===== src/rtl/byte_framer_8b.sv =====
// Packet framer feeding an 8b/10b encoder: wraps a valid/ready byte
// stream in K27.7/K29.7, fills with K28.5, aborts with K30.7.
module byte_framer_8b #(
  parameter int IFG_MIN = 4,
  parameter int MAX_LEN = 1518,
  parameter int CNT_W   = 16
) (
  input  logic             SBYTECLK,
  input  logic             RESET,
  input  logic [7:0]       s_data,
  input  logic             s_valid,
  input  logic             s_last,
  output logic             s_ready,
  output logic [7:0]       o_data8b,
  output logic             o_K,
  output logic             o_abort,
  output logic [CNT_W-1:0] o_frame_cnt
);

  localparam int LEN_W = $clog2(MAX_LEN + 1);

  localparam logic [2:0] ST_IDLE  = 3'd0;
  localparam logic [2:0] ST_SOF   = 3'd1;
  localparam logic [2:0] ST_DATA  = 3'd2;
  localparam logic [2:0] ST_EOF   = 3'd3;
  localparam logic [2:0] ST_ABORT = 3'd4;
  localparam logic [2:0] ST_DRAIN = 3'd5;

  localparam logic [7:0] K_IDLE = 8'hBC;
  localparam logic [7:0] K_SOF  = 8'hFB;
  localparam logic [7:0] K_EOF  = 8'hFD;
  localparam logic [7:0] K_ABT  = 8'hFE;

  localparam logic [7:0]       IFG_C = 8'(IFG_MIN);
  localparam logic [LEN_W-1:0] MAX_C = LEN_W'(MAX_LEN);

  logic [2:0]       state_q, state_d;
  logic [7:0]       idle_q, idle_d;
  logic [LEN_W-1:0] len_q, len_d;
  logic             last_q, last_d;
  logic             over_q, over_d;
  logic [7:0]       data_q, data_d;
  logic             k_q, k_d;
  logic             abort_q, abort_d;
  logic [CNT_W-1:0] cnt_q, cnt_d;

  logic [7:0]       idle_inc;
  logic [LEN_W-1:0] len_inc;

  assign idle_inc = (idle_q == 8'hFF) ? idle_q : idle_q + 8'd1;
  assign len_inc  = len_q + LEN_W'(1);

  // Ready depends only on registered state, never on s_valid.
  assign s_ready = (state_q == ST_SOF) | (state_q == ST_DRAIN) |
                   ((state_q == ST_DATA) & ~last_q & ~over_q);

  always_comb begin
    state_d = state_q;
    idle_d  = idle_q;
    len_d   = len_q;
    last_d  = last_q;
    over_d  = over_q;
    cnt_d   = cnt_q;
    data_d  = K_IDLE;
    k_d     = 1'b1;
    abort_d = 1'b0;
    unique case (state_q)
      ST_IDLE: begin
        if (s_valid && idle_q >= IFG_C) begin
          state_d = ST_SOF;
          data_d  = K_SOF;
          len_d   = '0;
          last_d  = 1'b0;
          over_d  = 1'b0;
        end else begin
          idle_d = idle_inc;
        end
      end
      ST_SOF, ST_DATA: begin
        if (state_q == ST_DATA && last_q) begin
          state_d = ST_EOF;
          data_d  = K_EOF;
          cnt_d   = cnt_q + CNT_W'(1);
        end else if (state_q == ST_DATA && over_q) begin
          state_d = ST_ABORT;
          data_d  = K_ABT;
          abort_d = 1'b1;
        end else if (s_valid) begin
          state_d = ST_DATA;
          data_d  = s_data;
          k_d     = 1'b0;
          len_d   = len_inc;
          last_d  = s_last;
          over_d  = (len_inc == MAX_C) & ~s_last;
        end else begin
          state_d = ST_ABORT;
          data_d  = K_ABT;
          abort_d = 1'b1;
        end
      end
      ST_EOF: begin
        state_d = ST_IDLE;
        idle_d  = 8'd1;
      end
      ST_ABORT: begin
        state_d = ST_DRAIN;
        idle_d  = 8'd1;
      end
      ST_DRAIN: begin
        idle_d = idle_inc;
        if (s_valid && s_last) state_d = ST_IDLE;
      end
      default: begin
        state_d = ST_IDLE;
      end
    endcase
  end

  always_ff @(posedge SBYTECLK) begin
    if (RESET) begin
      state_q <= ST_IDLE;
      idle_q  <= IFG_C;
      len_q   <= '0;
      last_q  <= 1'b0;
      over_q  <= 1'b0;
      data_q  <= K_IDLE;
      k_q     <= 1'b1;
      abort_q <= 1'b0;
      cnt_q   <= '0;
    end else begin
      state_q <= state_d;
      idle_q  <= idle_d;
      len_q   <= len_d;
      last_q  <= last_d;
      over_q  <= over_d;
      data_q  <= data_d;
      k_q     <= k_d;
      abort_q <= abort_d;
      cnt_q   <= cnt_d;
    end
  end

  assign o_data8b    = data_q;
  assign o_K         = k_q;
  assign o_abort     = abort_q;
  assign o_frame_cnt = cnt_q;

endmodule


===== config.mk =====
export PLATFORM = sky130hd
export DESIGN_NAME = byte_framer_8b
export DESIGN_NICKNAME = d
export VERILOG_FILES = /design/src/rtl/byte_framer_8b.sv
export SDC_FILE = /design/constraint.sdc
export NUM_CORES = 1
export LEC_CHECK = 0
export BUFFER_PORTS_ARGS = -buffer_cell sky130_fd_sc_hd__buf_2
export CAP_MARGIN = 20
export CORE_MARGIN = 2
export CORE_UTILIZATION = 40
export CTS_BUF_LIST = sky130_fd_sc_hd__clkbuf_4 sky130_fd_sc_hd__clkbuf_8
export DETAILED_ROUTE_END_ITERATION = 6
export PLACE_DENSITY_LB_ADDON = 0.12
export SYNTH_ARGS = -nofsm -noshare
export SYNTH_HDL_FRONTEND = slang
export SYNTH_SLANG_ARGS = --single-unit

===== constraint.sdc =====
create_clock -name SBYTECLK -period 2 [get_ports SBYTECLK]
set_input_delay 0.3 -clock SBYTECLK [delete_from_list [all_inputs] [get_ports SBYTECLK]]
set_output_delay 0.3 -clock SBYTECLK [all_outputs]
set_load 0.01 [all_outputs]

# Word level (Yosys, flattened, before mapping)
# Index checks and enable logic that the tools add are counted.
# word_totals
register_bits	50
input_bits	12
# op_classes
addsub	3
magnitude_cmp	1
eq_ne	13
mux	30
bitwise	9
n_reduce_logical	14
# ops
op	n
$mux 11	4
$mux 8	5
$pmux 8 s3	1
$pmux 11 s2	1
$add 16x1->16 const B	1
$pmux 8 s2	1
$mux 3	5
$pmux 3 s4	1
$add 11x1->11 const B	1
$eq 11x11->1 const B	1
$ne 2x2->1 const B	5
$mux 1	9
$add 8x1->8 const B	1
$eq 8x8->1 const B	1
$ge 8x3->1 const B	1
$mux 7	1
$eq 3x2->1 const B	2
$eq 3x3->1 const B	2
$reduce_and 2->1	3
$reduce_and 5->1	1
$logic_and 1x1->1	4
$not 1->1	4
$pmux 1 s2	2
$reduce_or 2->1	2
other kinds (8)	11

# Longest topological paths before layout
# depth
depth_word	7
ltp_mapped	7
ltp_nobuf	7

# Least setup slack after synthesis
# Ideal clock, no wire load.
# synth_path
kind	register to register
from	register idle_q[2]
to	register len_q[5]
setup_ns	0.088
arrival_ns	1.765
path_slack_ns	0.147
path_stages_with_launch	7
path_buffers	2
period_less_slack_ns	1.853
cell_sequence	dfxtp_1 -> buf_2 -> or4_4 -> o31a_1 -> o21a_1 -> buf_6 -> a311oi_2
# synth_between
elab_chain_cells	4
# synth_lines
item	line	rtl
start, declared	38	logic [7:0] idle_q, idle_d;
start signal, assigned	132	idle_q <= idle_d;
$ge 8x3->1	69	if (s_valid && idle_q >= IFG_C) begin
$logic_and 1x1->1	69	
$ne 2x2->1 (no source line)	-	
$reduce_and 5->1 (no source line)	-	
end signal, assigned	133	len_q <= len_d;
end, declared	39	logic [LEN_W-1:0] len_q, len_d;
# No other way between the ends.
# A chain may end at the register's enable or synchronous reset.

# Final worst setup path
# layout_path
from	register idle_q[7]
to	register len_q[10]
# The elaborated chain is that of the path after synthesis.

==> out/metrics.csv <==
metric,value,unit
Die ar.,6918,um^2
met3 usage,3.777,%
Setup TNS,0,ns
pin count of the biggest net entering global routing,17,
post-synth net total,313,
Crit Path Class,reg -> reg,
Finished Layout Cells,422,
Yosys top cell area share,39.92,%
GR met2 Demand/Resource,25.07,%
Die Span X,83.18,um
GR Layer Usage met1,25.52,%
clock slew at reported path FFs,0.09,ns
antenna violations before repair,0,
"commonest non-fill, non-tap cells in the layout","47 x dfxtp_1, 38 x buf_2, 31 x nor2_1",
Routability Congestion,0.7985,
IO Port Bufs,38,
Die Y,83.18,um
remaining global-route overflow,0,
Tot Pwr,2.492,mW
Final min period,1.852,ns
Setup Skew,0.007721,ns
Final Max Tran Viols,0,
Worst EP arrival,2.07,ns
gr busiest metal,met1,
vias,2234,
Root Driver,clkbuf_8,
Area Growth Syn to Fin,20.41,%
"IR drop worst, VDD",0.0003487,V
drt total wl,5.747,mm
Hold WC Path Type,in -> reg,
status,"complete, no violations",
clk_lat worst skew,0.30,ns
Max Buffers Root-to-Sink,2,
CTS tree,done,
row count,28,
Starting Density,41.85,%
# placed instances,412,
CP Capture Type,flop,
CTS Buf Count,5,
Finish-stage setup viols,0,
number of DRC markers in iteration 0,121,
Yosys reg bits,50,
CTS HTree Levels,2,
Main synth FF type,dfxtp_1,
Final Hold Fails,0,
DRT antenna net count,0,
DR vias/cell,5.294,
DRC viols,0,
clock sinks,50,
CP Launch Type,flop,
RSZ-0062 raised after global routing,no,
share of cells above drive strength 1,23.92,%
Synth Cell Area,2507,um^2
Slew @ Worst Pin,0.5767,ns
GRT Overall Usage,17.18,%
Post-synth EDFFs,0,
Max-Cap Viols,0,
Ports,39,
hold buffers post-CTS,0,
"area leader, netlist",dfxtp_1,
Nets,363,
global-route wire length before repair,9.908,mm
required time of the critical path,2.22,ns
synthesized area per cell,8.471,um^2
Post-Syn Instances,296,
DR WL/cell,13.62,um
"Seq/Total Area, Yosys",39.92,%
LEAKAGE,1.173,nW
vias in the first global route,1990,
slew margin rel.,60.56,%
Core Box Area,5991,um^2
leading post-synthesis cells by cell area,"dfxtp_1 40%, xnor2_1 4.9%, nor2_1 4.6%",
crit share post-route,92.58,%
drt first pass iters,6,
fmax,0.5401,GHz
ant diodes,0,
asr flop ratio synth,0,%
Yosys cell types,49,
"most common cell after layout, fill and taps aside",dfxtp_1,
CP max FO,12,
Post-DP HPWL,4.080,mm
pwr dens,825.5,nW/um^2
synth warn,0,
==> cells in the mapped netlist (all sizes together), types with 3 or more instances <==
cell / count
a31oi: 4
buf: 5
a21oi: 18
nand2b: 9
and4: 4
nand2: 25
inv: 8
xor2: 11
nand4: 10
o21ai: 7
or3: 8
o22ai: 3
nor2b: 3
nor3: 10
xnor2: 14
nand3: 18
a311oi: 7
dfxtp: 50
and3: 8
clkbuf: 11
nor2: 31
ha: 5
==> cell type report <==
| cell class | instances | area [um^2] |
|---|---|---|
| Fill cell | 604 | 2972 |
| Multi-Input combinational cell | 222 | 1416 |
| Sequential cell | 50 | 1005 |
| Timing Repair Buffer | 59 | 360.3 |
| Tap cell | 75 | 93.84 |
| Clock buffer | 6 | 76.32 |
| Clock inverter | 2 | 37.54 |
| Inverter | 8 | 30.03 |
==> state kept, by name, indices dropped and copies added, names as in the netlist <==
name / cells
o_frame_cnt: 16
len_q: 11
idle_q: 8
o_data8b: 8
state_q: 3
last_q: 1
o_K: 1
o_abort: 1
over_q: 1
==> kinds of logic (layout without fill, tap and decap cells) <==
kind of cell               Yosys count  in the layout  share of synthesized area, %
buffers and inverters               24             75                         4.142
AOI/OAI and AO/OA                   50             50                         14.47
DFF                                 50             50                         39.92
xor gates and xnor gates            25             25                         8.733
and+or+nand+nor                    140            140                         29.44
adders and majority gates            5              5                         2.495
muxes                                2              2                        0.7984
==> repair_timing <==
action | in CTS | in global routing
resized for setup | 0 | 5
setup endpoints to repair | 0 | 2
buffers inserted | 0 | 2
==> critical path: stages, from the launching register on <==
cell and delay [ns]:
dfxtp_1 0.32, or4_4 0.54, o31a_1 0.29, o21a_1 0.23, buf_12 0.15, a311oi_1 0.24
==> per-stage QoR <==
stage	hold slack (ns)	area, um^2	util [%]	worst slack [ns]
after floorplan	0.4038	2507	-	0.1468
after global placement	0.4621	2873	47.95	0.1737
after detailed placement	0.4678	2873	47.95	0.1697
after CTS	0.1677	2987	49.85	0.02832
after global routing	0.1596	3019	50.40	0.03356
final	0.1760	3019	50.40	0.1484
==> path summary, 6_finish.rpt <==
path	startpoint	endpoint	slack [ns]	depth (start not counted)
worst max register to register	idle_q[7]	len_q[10]	0.15	5
worst min-delay path	s_data[4]	o_data8b[4]	0.18	2
worst min register to register	idle_q[1]	idle_q[1]	0.48	2
worst max-delay path	idle_q[7]	len_q[10]	0.15	5
==> metal layers <==
metal,wire length [um],part of all wire (%)
met2,2499,43
met3,228,4.0
met1,2990,52
met5,0,0
met4,28,0.49
==> report_power, final <==
group	leakage (nW)	internal, mW	switching [mW]
combinational	0.712	0.282	0.362
clock	0.0548	0.388	0.352
sequential	0.406	1.06	0.0490
total	1.17	1.73	0.763
No activity file was read; power rests on OpenSTA's default activity.
